`src/rtl/mul_share_arbiter.sv`:
```
// mul_share_arbiter
// Round-robin front end that time-shares one fixed-latency pipelined
// multiplier among NUM_REQ clients. One operand pair is issued per cycle.
// A tag pipeline, as deep as the multiplier, follows each issue so that
// every product leaves tagged with the requester that issued it.
//
// Handshake: a transfer on requester i happens on the rising edge where
// req_valid[i] and req_ready[i] are both 1. req_ready is a combinational
// function of req_valid and the round-robin pointer, and it never asserts
// without req_valid. The result side has no backpressure: res_valid is a
// single-cycle pulse, and the client must take res_data/res_id in that cycle.
module mul_share_arbiter #(
  parameter int NUM_REQ     = 4,
  parameter int W           = 8,
  parameter int MUL_LATENCY = 3,
  parameter int ID_W        = $clog2(NUM_REQ)
) (
  input  logic                 clk,
  input  logic                 rst_n,
  input  logic [NUM_REQ-1:0]   req_valid,
  input  logic [NUM_REQ*W-1:0] req_a,
  input  logic [NUM_REQ*W-1:0] req_b,
  output logic [NUM_REQ-1:0]   req_ready,
  output logic [W-1:0]         mul_a,
  output logic [W-1:0]         mul_b,
  input  logic [2*W-1:0]       mul_p,
  output logic                 res_valid,
  output logic [2*W-1:0]       res_data,
  output logic [ID_W-1:0]      res_id,
  output logic                 busy
);

  // Round-robin pointer: the ID of the most recent grant. Its reset value is
  // NUM_REQ-1, so the search starts at requester 0 after reset.
  localparam logic [ID_W-1:0] LAST_RST = ID_W'(NUM_REQ - 1);

  logic [ID_W-1:0] last_q;
  logic [ID_W-1:0] last_d;

  // Tag pipeline: one {v, id} pair per multiplier stage.
  logic [MUL_LATENCY-1:0]           tag_v_q;
  logic [MUL_LATENCY-1:0]           tag_v_d;
  logic [MUL_LATENCY-1:0][ID_W-1:0] tag_id_q;
  logic [MUL_LATENCY-1:0][ID_W-1:0] tag_id_d;

  // Arbitration results
  logic            grant_any;
  logic [ID_W-1:0] grant_id;

  // Search for the first valid requester, starting at last+1 and wrapping.
  // The inner loop uses constant indices so that NUM_REQ need not be a
  // power of two.
  always_comb begin
    int cand;
    grant_any = 1'b0;
    grant_id  = '0;
    cand      = 0;
    for (int off = 1; off <= NUM_REQ; off++) begin
      cand = int'(last_q) + off;
      if (cand >= NUM_REQ) begin
        cand = cand - NUM_REQ;
      end
      for (int i = 0; i < NUM_REQ; i++) begin
        if (!grant_any && (cand == i) && req_valid[i]) begin
          grant_any = 1'b1;
          grant_id  = ID_W'(i);
        end
      end
    end
  end

  // Produce the one-hot ready and mux the granted operands. When nothing is
  // granted, ready is all zeros and both operands are 0.
  always_comb begin
    req_ready = '0;
    mul_a     = '0;
    mul_b     = '0;
    for (int i = 0; i < NUM_REQ; i++) begin
      if (grant_any && (grant_id == ID_W'(i))) begin
        req_ready[i] = 1'b1;
        mul_a        = req_a[i*W +: W];
        mul_b        = req_b[i*W +: W];
      end
    end
  end

  // Advance the pointer only when a grant happens.
  always_comb begin
    last_d = last_q;
    if (grant_any) begin
      last_d = grant_id;
    end
  end

  // Shift the tag pipeline. Stage 0 records this cycle's issue.
  always_comb begin
    tag_v_d     = '0;
    tag_id_d    = '0;
    tag_v_d[0]  = grant_any;
    tag_id_d[0] = grant_id;
    for (int k = 1; k < MUL_LATENCY; k++) begin
      tag_v_d[k]  = tag_v_q[k-1];
      tag_id_d[k] = tag_id_q[k-1];
    end
  end

  // State registers. Reset drops every in-flight tag, so stale multiplier
  // output after reset is never flagged as a result.
  always_ff @(posedge clk or negedge rst_n) begin
    if (!rst_n) begin
      last_q   <= LAST_RST;
      tag_v_q  <= '0;
      tag_id_q <= '0;
    end else begin
      last_q   <= last_d;
      tag_v_q  <= tag_v_d;
      tag_id_q <= tag_id_d;
    end
  end

  // Result bus. Data and ID are forced to 0 outside a valid pulse.
  always_comb begin
    res_valid = tag_v_q[MUL_LATENCY-1];
    res_id    = res_valid ? tag_id_q[MUL_LATENCY-1] : '0;
    res_data  = res_valid ? mul_p : '0;
    busy      = |tag_v_q;
  end

endmodule

```
`config.mk`:
```
export PLATFORM = sky130hd
export DESIGN_NAME = mul_share_arbiter
export DESIGN_NICKNAME = d
export VERILOG_FILES = /design/src/rtl/mul_share_arbiter.sv
export SDC_FILE = /design/constraint.sdc
export NUM_CORES = 1
export LEC_CHECK = 0
export ABC_AREA = 1
export CAP_MARGIN = 40
export CELL_PAD_IN_SITES_DETAIL_PLACEMENT = 0
export CELL_PAD_IN_SITES_GLOBAL_PLACEMENT = 2
export CORE_ASPECT_RATIO = 0.9
export CORE_UTILIZATION = 14
export CTS_BUF_LIST = sky130_fd_sc_hd__clkbuf_8
export DETAILED_ROUTE_END_ITERATION = 8
export PLACE_DENSITY = 0.93
export SLEW_MARGIN = 40
export SYNTH_ARGS = -nofsm -noshare
export SYNTH_HDL_FRONTEND = slang
export SYNTH_SLANG_ARGS = --single-unit
```
`constraint.sdc`:
```
create_clock -name clk -period 2.8 [get_ports clk]
set_input_delay 0.42 -clock clk [delete_from_list [all_inputs] [get_ports clk]]
set_output_delay 0.42 -clock clk [all_outputs]
set_load 0.1 [all_outputs]
```
==> results of run 1 <==
==> metal layers <==
layer	wire [µm]	vias to the layer above	track usage, %
met5	0	-	0
met3	810	6	4.74
met2	3610	117	24.3
met4	42	0	1.66
met1	3210	1045	15.4
li1	-	1128	-
==> sequential cells by signal (all words and copies together) (netlist names) <==
signal    count
tag_id_d      4
tag_v_q       3
last_q        2
tag_id_q      2
==> cell usage in the layout, fill, tap and decap left out, drive strengths merged, types with 2 or more instances in the layout <==
| cell type | count |
|---|---|
| a21oi | 2 |
| buf | 90 |
| clkbuf | 4 |
| clkdlybuf4s50 | 82 |
| dfrtp | 9 |
| dfstp | 2 |
| dlygate4sd2 | 2 |
| inv | 47 |
| nand2 | 49 |
| nand3 | 51 |
| nand4 | 38 |
| nor2 | 21 |
==> kinds of logic after synthesis <==
kind of cell	Yosys count	share of synthesized area, %
buffers and inverters	61	18.3
and+or+nand+nor	157	60.6
AOI/OAI and AO/OA	4	1.58
DFF	11	19.5
==> cell type report <==
class	instances	area (µm²)	share of cell area (%)
Timing Repair inverter	1	11.3	0.295
Inverter	46	195	5.11
Sequential cell	11	278	7.27
Multi-Input combinational cell	166	1200	31.5
Timing Repair Buffer	176	1930	50.5
Clock buffer	3	41.3	1.08
Tap cell	126	158	4.13
Clock inverter	1	3.75	0.0983
==> per-stage QoR <==
stage	std cells	hold slack, ns	worst slack, ns
global placement	496	0.332	-0.640
finish	530	0.343	-0.317
CTS	519	0.346	-0.319
floorplan	233	0.124	-0.367
detailed placement	496	0.335	-0.564
global route	530	0.346	-0.448
==> timing repair <==
| action | 4_1_cts | 5_1_grt |
|---|---|---|
| endpoints found under the hold margin | 0 | 0 |
| setup endpoints to repair | 20 | 20 |
| pin swaps | 20 | 10 |
| setup buffers | 14 | 10 |
| gates resized for setup | 47 | 29 |
| gates cloned | 5 | 3 |
==> path summary, 6_finish.rpt <==
| path | startpoint | endpoint | slack, ns | depth (start not counted) |
|---|---|---|---|---|
| min in group asynchronous | rst_n | tag_v_q[2]$_DFF_PN0_ | 0.52 | 1 |
| worst min register to register | tag_id_d[4]$_DFF_PN0_ | tag_id_q[4]$_DFF_PN0_ | 0.34 | 0 |
| worst max register to register | last_q[1]$_DFFE_PN1P_ | tag_id_d[3]$_DFF_PN0_ | 0.49 | 14 |
| worst max-delay path | last_q[0]$_DFFE_PN1P_ | mul_a[3] | -0.32 | 15 |
| max in group asynchronous | rst_n | last_q[0]$_DFFE_PN1P_ | 1.93 | 1 |
| worst min-delay path | tag_id_d[4]$_DFF_PN0_ | tag_id_q[4]$_DFF_PN0_ | 0.34 | 0 |
==> impl_metrics.py, run 1 <==
metrics = {
    "run_status": {
        "outcome": "complete, but fails checks",
        "violations": "negative setup slack",
    },
    "global_routing": {
        "antenna_found_initial": 0,
        "grt_pass1_vias": 2250,
        "grt_pass1_wl_mm": 11.1,
        "grt_usage_pct": 13.4,
        "grt_overflow": 0,
        "grt_max_degree": 21,
    },
    "clock_network": {
        "clock-sinks": 11,
        "cts_buffers": 3,
        "clk_latency_ns": 0.23,
        "tritoncts": "yes",
        "clock_path_buffers": 2,
        "h-tree-depth": 1,
        "path_clk_slew_ns": 0.05,
        "ctsHoldBuffers": 0,
        "cts_root_buf": "clkbuf_8",
    },
    "cells_and_area": {
        "drive_above_1_share_pct": 41.3,
        "layout.nets": 491,
        "final_util_pct": 39.0,
        "area_growth_pct": 168,
        "postLayoutCellArea_mm2": 0.00382,
        "nFillCells": 1003,
        "diodes": 0,
    },
    "floorplan": {
        "core_area_mm2": 0.00978,
        "row_count": 34,
        "fp.dieH_um": 97.8,
        "initial_core_util_pct": 14.6,
        "dieArea_mm2": 0.0106,
        "fp.dieW_um": 108,
        "ios": 126,
    },
    "sta": {
        "fin_crit_sh_pct": 111,
        "finalCriticalPeriod_ns": 3.12,
        "relSlewSlack_pct": 64.0,
        "max_clock_freq_mhz": 321,
        "finalClockSkew_ns": 0.000922,
        "worst_pin_slew_ns": 0.540,
        "grt_setup_unrepaired": "yes",
        "finalSetupTns_ns": -5.02,
        "slew_violations": 0,
        "finalSetupViolations": 20,
        "hold_viol_final": 0,
        "setup_slack_ns": -0.317,
    },
    "logic_synthesis": {
        "synth_seq_cells": 11,
        "yosysTopAreaCell": "dfrtp_1",
        "yosysMostFrequentCell": "nand2_1",
        "netlist.area_leader.share_pct": 15.8,
        "ys_seq_area_share_pct": 19.5,
        "syn_area_per_cell_um2": 6.12,
        "ys_async_sr_fraction_pct": 100,
        "synth_common_cells": "nand2_1, nand3_1, inv_1, nand4_1, nor2_1",
        "syn_area_mm2": 0.00143,
        "synth_area_leaders": "dfrtp_1, nand4_1, nand3_1",
        "synth_nets": 319,
        "synth-edff-count": 0,
        "synthFlopType": "dfrtp_1",
        "yosys_warnings": 0,
        "ys_types": 27,
        "synth_cells": 233,
    },
    "setup_path": {
        "cp-start-kind": "register",
        "cp-end-kind": "output port",
        "cp_max_fo": 8,
        "slowest_stage": "dfstp_2",
        "crit_family": "simple AND/OR/NAND/NOR gates",
        "cp.required_ns": 2.38,
        "path_cells": "buf_6 -> nor2_4 -> nand2_2 -> nand3_4 -> nor2_4 -> nand4_4 -> nor2_4 -> nand4_4 -> nor2_4 -> nand3_4 -> buf_12 -> buf_6 -> nand4_1 -> nand4_1 -> buf_12",
        "slowest_delay_ns": 0.55,
        "cp.arrival_ns": 2.70,
        "crit_buf_inv": 4,
        "path_common_cell": "nor2_4",
        "worstSetupPathType": "reg -> out",
    },
    "job": {
        "maxCapViolCount": 0,
    },
    "placement": {
        "dp_hpwl_mm": 4.97,
        "place_area_mm2": 0.00320,
        "io_buffer_count": 125,
        "routabilityCongestion": 0.809,
    },
    "routing": {
        "drc_errors": 0,
        "wl_per_cell_um": 14.5,
        "drt_wl_total_mm": 7.67,
        "firstDrtPassIters": 4,
        "drtAntennaViolNets": 0,
        "vias_per_cell": 4.33,
        "vias": 2296,
        "first_iter_violations": 41,
    },
    "worst_hold_path": {
        "hold_path.class": "reg -> reg",
    },
}
Power of run 1 is not shown: default switching activity piles up to over one toggle a cycle in this logic, so the estimate is an artifact.
==> run 2: changes to the inputs <==
--- a/config.mk
+++ b/config.mk
@@ -14,6 +14,7 @@
 export CTS_BUF_LIST = sky130_fd_sc_hd__clkbuf_8
 export DETAILED_ROUTE_END_ITERATION = 8
 export PLACE_DENSITY = 0.93
+export RECOVER_POWER = 100
 export SLEW_MARGIN = 40
 export SYNTH_ARGS = -nofsm -noshare
 export SYNTH_HDL_FRONTEND = slang
==> run 2 against run 1 <==
Effect of this change: sequential cell count is the same; the run still ends with negative setup slack left; global-route usage is the same; hold slack is the same; wire length grew 0.43%; count of clock-buffer cells in the layout is the same; critical path type unchanged; cell area shrank 1.9%; first-iteration DRC count is the same; highest routed layer unchanged; setup slack is essentially flat.
==> impl_metrics.py, run 2 (synthesis results as in run 1) <==
metrics = {
    "sta": {
        "slew_violations": 0,
        "finalSetupTns_ns": -5.02,
        "max_clock_freq_mhz": 321,
        "finalSetupViolations": 20,
        "finalCriticalPeriod_ns": 3.12,
        "finalClockSkew_ns": 0.000922,
        "worst_pin_slew_ns": 1.18,
        "relSlewSlack_pct": 21.9,
        "grt_setup_unrepaired": "yes",
        "setup_slack_ns": -0.317,
        "hold_viol_final": 0,
        "holdWs_ns": 0.343,
        "fin_crit_sh_pct": 111,
    },
    "floorplan": {
        "fp.dieH_um": 97.8,
        "fp.dieW_um": 108,
        "row_count": 34,
        "dieArea_mm2": 0.0106,
        "core_area_mm2": 0.00978,
        "initial_core_util_pct": 14.6,
        "ios": 126,
    },
    "global_routing": {
        "grt_pass1_wl_mm": 11.1,
        "grt_overflow": 0,
        "grt_usage_pct": 13.4,
        "antenna_found_initial": 0,
        "grt_pass1_vias": 2250,
        "grt_max_degree": 21,
    },
    "cells_and_area": {
        "final_cell_mix": "clkdlybuf4s50_1, nand4_1, inv_1, nand2_1, buf_4",
        "area_growth_pct": 163,
        "layout.nets": 491,
        "layout_commonest_cell": "clkdlybuf4s50_1",
        "diodes": 0,
        "postLayoutCellArea_mm2": 0.00375,
        "largest_reg_flops": 4,
        "drive_above_1_share_pct": 37.1,
    },
    "setup_path": {
        "cp-end-kind": "output port",
        "regToRegSetupSlack_ns": 0.49,
        "worstSetupPathType": "reg -> out",
        "crit_path_end": "mul_a[3]",
        "critical_path.startpoint": "last_q[0]$_DFFE_PN1P_",
        "slowest_stage": "dfstp_2",
        "cp-start-kind": "register",
        "regToRegEndpoint": "tag_id_d[3]$_DFF_PN0_",
        "path_cells": "buf_6 -> nor2_4 -> nand2_2 -> nand3_4 -> nor2_4 -> nand4_4 -> nor2_4 -> nand4_4 -> nor2_4 -> nand3_4 -> buf_12 -> buf_6 -> nand4_1 -> nand4_1 -> buf_12",
        "slowest_delay_ns": 0.55,
        "path_common_cell": "nor2_4",
        "cp.required_ns": 2.38,
        "r2r-start": "last_q[1]$_DFFE_PN1P_",
        "cp_max_fo": 8,
        "ff2ff_path_depth": 14,
        "cp.arrival_ns": 2.70,
    },
    "worst_hold_path": {
        "hold_path.class": "reg -> reg",
    },
    "placement": {
        "io_buffer_count": 125,
        "dp_hpwl_mm": 4.97,
        "place_area_mm2": 0.00320,
        "routabilityCongestion": 0.809,
    },
    "routing": {
        "vias": 2296,
        "firstDrtPassIters": 4,
        "drtAntennaViolNets": 0,
        "vias_per_cell": 4.33,
        "drt_wl_total_mm": 7.71,
        "drc_errors": 0,
        "wl_per_cell_um": 14.5,
        "first_iter_violations": 41,
    },
    "clock_network": {
        "clock-sinks": 11,
        "ctsHoldBuffers": 0,
        "h-tree-depth": 1,
        "path_clk_slew_ns": 0.05,
        "tritoncts": "yes",
        "clk_latency_ns": 0.23,
        "cts_buffers": 3,
        "clock_path_buffers": 2,
        "cts_root_buf": "clkbuf_8",
    },
    "job": {
        "maxCapViolCount": 0,
    },
    "run_status": {
        "outcome": "complete, but fails checks",
        "violations": "negative setup slack",
    },
}
## run 2: cell count changes in the layout (fill, tap and decap cells not counted), sizes merged
cell / change
buf: -20
clkbuf: +20
clkdlybuf4s50: -1
dlygate4sd3: +1
## run 2: area by class of cell
cell class | count | area, µm²
Tap cell | 126 | 158
Clock inverter | 1 | 3.75
Clock buffer | 3 | 41.3
Timing Repair inverter | 1 | 11.3
Inverter | 46 | 195
Multi-Input combinational cell | 166 | 1200
Timing Repair Buffer | 176 | 1860
Sequential cell | 11 | 278
Fill cell | 1024 | 6040
## run 2: worst min path at each step
| stage | start | end | slack [ns] | cells past startpoint |
|---|---|---|---|---|
| global route | tag_id_d[4]$_DFF_PN0_ | tag_id_q[4]$_DFF_PN0_ | 0.35 | 0 |
| floorplan | rst_n | tag_id_d[2]$_DFF_PN0_ | 0.12 | 0 |
| detailed placement | tag_id_d[5]$_DFF_PN0_ | tag_id_q[5]$_DFF_PN0_ | 0.33 | 0 |
| finish | tag_id_d[4]$_DFF_PN0_ | tag_id_q[4]$_DFF_PN0_ | 0.34 | 0 |
| CTS | tag_id_d[5]$_DFF_PN0_ | tag_id_q[5]$_DFF_PN0_ | 0.35 | 0 |
| global placement | tag_id_d[2]$_DFF_PN0_ | tag_id_d[4]$_DFF_PN0_ | 0.33 | 0 |
## run 2: critical path: cells and delay by family (launching register included)
family                 cells  cell delay (ns)
buffers and inverters      4             0.64
flip-flops                 1             0.55
AND/OR/NAND/NOR           11             1.27
## run 2: per-layer routing
layer  GRT usage [%]  vias up  wire [µm]
met5               0        -          0
met4            1.66        0         42
met3            4.74        6        816
met2            24.3      117       3610
met1            15.4     1045       3240
li1                -     1128          -
## run 2: stage by stage
stage	worst slack (ns)	cells	util (%)
detailed placement	-0.564	496	32.7
global route	-0.448	530	38.3
global placement	-0.640	496	32.6
CTS	-0.319	519	36.8
floorplan	-0.367	233	-
finish	-0.317	530	38.3
## run 2: timing repair
action,4_1_cts,5_1_grt
setup buffers,14,10
resized for setup,47,29
hold endpoints to repair,0,0
setup endpoints to repair,20,20
pin swaps,20,10
cloned,5,3
Power of run 2 is left out for the same reason.
==> run 3: changes to the inputs <==
--- a/config.mk
+++ b/config.mk
@@ -15,7 +15,7 @@
 export DETAILED_ROUTE_END_ITERATION = 8
 export PLACE_DENSITY = 0.93
 export RECOVER_POWER = 100
-export SLEW_MARGIN = 40
+export SLEW_MARGIN = 0
 export SYNTH_ARGS = -nofsm -noshare
 export SYNTH_HDL_FRONTEND = slang
 export SYNTH_SLANG_ARGS = --single-unit
==> run 3 against run 2 <==
Effect of this change: count of clock-buffer cells in the layout stayed put; sequential cell count stayed put; the flow still finishes with violations (negative setup slack); global-route usage is 0.42 points lower; die area stayed put; via count is 1.0% lower; maximum frequency is 2.9% lower; critical endpoint is now mul_a[7]; critical path depth is 1 higher; hold slack hardly changed; first-iteration DRC count is 7.3% lower; register-to-register slack worse by 0.19 ns; largest cell class unchanged.
==> impl_metrics.py, run 3 (synthesis results as in run 1) <==
metrics = {
    "setup_path": {
        "worstSetupPathType": "in -> out",
        "slowest_delay_ns": 0.48,
        "path_common_cell": "nor2_4",
        "cp.depth": 16,
        "cp-end-kind": "output port",
        "cp-start-kind": "input port",
        "crit_family": "simple AND/OR/NAND/NOR gates",
        "cp.required_ns": 2.38,
        "slowest_stage": "clkdlybuf4s50_1",
        "cp.arrival_ns": 2.79,
        "ff2ff_path_depth": 17,
        "path_cells": "clkdlybuf4s50_1 -> nand3_2 -> nand3_4 -> nor2_4 -> nand4_4 -> nor2_4 -> nand4_4 -> nor2_4 -> nand3_4 -> buf_4 -> clkinv_2 -> nor2_4 -> buf_12 -> nand3_1 -> nand4_1 -> buf_12",
        "cp_max_fo": 13,
        "regToRegSetupSlack_ns": 0.30,
        "crit_buf_inv": 5,
    },
    "clock_network": {
        "clk_latency_ns": 0.23,
        "clock_path_buffers": 2,
        "tritoncts": "yes",
        "h-tree-depth": 1,
        "ctsHoldBuffers": 0,
        "clock-sinks": 11,
        "cts_buffers": 3,
        "path_clk_slew_ns": 0.05,
        "cts_root_buf": "clkbuf_8",
    },
    "run_status": {
        "outcome": "complete, but fails checks",
        "violations": "negative setup slack",
    },
    "routing": {
        "drc_errors": 0,
        "drt_wl_total_mm": 7.15,
        "vias": 2273,
        "wl_per_cell_um": 13.4,
        "drtAntennaViolNets": 0,
        "first_iter_violations": 38,
        "firstDrtPassIters": 4,
        "vias_per_cell": 4.26,
    },
    "cells_and_area": {
        "stdcell_count": 534,
        "postLayoutCellArea_mm2": 0.00375,
        "area_growth_pct": 163,
        "layout.nets": 495,
        "layout_commonest_cell": "clkdlybuf4s50_1",
        "final_cell_mix": "clkdlybuf4s50_1, buf_4, nand4_1, inv_1, nand2_1",
        "diodes": 0,
        "largest_reg_flops": 4,
        "final_util_pct": 38.3,
        "drive_above_1_share_pct": 36.5,
    },
    "sta": {
        "finalSetupTns_ns": -7.11,
        "relSlewSlack_pct": 22.1,
        "setup_slack_ns": -0.410,
        "finalSetupViolations": 20,
        "slew_violations": 0,
        "finalCriticalPeriod_ns": 3.21,
        "fin_crit_sh_pct": 115,
        "max_clock_freq_mhz": 311,
        "worst_pin_slew_ns": 1.17,
        "hold_viol_final": 0,
        "finalClockSkew_ns": 0.000801,
        "grt_setup_unrepaired": "yes",
    },
    "global_routing": {
        "grt_usage_pct": 13.0,
        "antenna_found_initial": 0,
        "grt_max_degree": 24,
        "grt_pass1_vias": 2323,
        "grt_overflow": 0,
        "grt_pass1_wl_mm": 11.0,
    },
    "floorplan": {
        "dieArea_mm2": 0.0106,
        "initial_core_util_pct": 14.6,
        "core_area_mm2": 0.00978,
        "row_count": 34,
        "fp.dieW_um": 108,
        "ios": 126,
        "fp.dieH_um": 97.8,
    },
    "placement": {
        "dp_hpwl_mm": 5.02,
        "routabilityCongestion": 0.809,
        "io_buffer_count": 125,
        "placed_cells": 497,
        "place_area_mm2": 0.00321,
    },
    "worst_hold_path": {
        "hold_depth": 0,
        "hold_path.class": "reg -> reg",
    },
    "job": {
        "maxCapViolCount": 0,
    },
}
## run 3: cell count changes in the layout (fill, tap and decap cells not counted), moves of 3 or more
cell / previous run / this run
buf_4: 32 / 38
nand3_1: 26 / 32
nand3_2: 17 / 11
buf_12: 25 / 29
clkbuf_1: 17 / 13
nand2_2: 8 / 12
buf_6: 12 / 9
clkbuf_2: 3 / 6
nand2_4: 6 / 3
## run 3: stage by stage
stage                     hold slack (ns)  worst slack (ns)
after floorplan                     0.124            -0.367
after global placement              0.332            -0.640
after detailed placement            0.336            -0.575
after CTS                           0.346            -0.343
after global routing                0.345            -0.583
final                               0.343            -0.410
## run 3: worst register-to-register path, cell delays in order (launching register included)
cell	delay, ns
dfstp_2	0.55
inv_2	0.06
buf_6	0.12
nand3_4	0.07
nand3_4	0.09
nor2_4	0.14
nand4_4	0.10
nor2_4	0.16
nand4_4	0.11
nor2_4	0.19
buf_6	0.13
nand2_4	0.07
buf_4	0.13
buf_4	0.12
buf_4	0.12
nor2_1	0.12
inv_1	0.07
o21ai_1	0.11
## run 3: timing repair
action	4_1_cts	5_1_grt
resized for setup	41	16
setup endpoints to repair	20	20
endpoints found under the hold margin	0	0
setup buffers	19	10
pin swaps	16	22
gates cloned	4	0
## run 3: worst paths after layout
kind	endpoint	from
worst max-delay path	mul_a[7]	req_valid[1]
worst min-delay path	tag_id_q[4]$_DFF_PN0_	tag_id_d[4]$_DFF_PN0_
worst max register to register	last_q[1]$_DFFE_PN1P_	last_q[0]$_DFFE_PN1P_
worst min register to register	tag_id_q[4]$_DFF_PN0_	tag_id_d[4]$_DFF_PN0_
max in group asynchronous	last_q[0]$_DFFE_PN1P_	rst_n
min in group asynchronous	tag_v_q[2]$_DFF_PN0_	rst_n
## run 3: layout make-up
type	instances	area, µm²
fillers	1002	6030
inverters	46	190
repair buffers	184	1970
clock inverters	1	3.75
flip-flops and latches	11	278
well taps	126	158
multi-input cells	163	1110
clock buffers	3	41.3
## run 3: metal layers
layer	GRT usage, %	up-vias	share of wire, %
li1	-	1131	-
met1	15.1	1013	41
met2	23.6	118	47
met3	3.60	11	10
met4	2.70	0	1.6
met5	0	-	0
Power of run 3 is left out for the same reason.
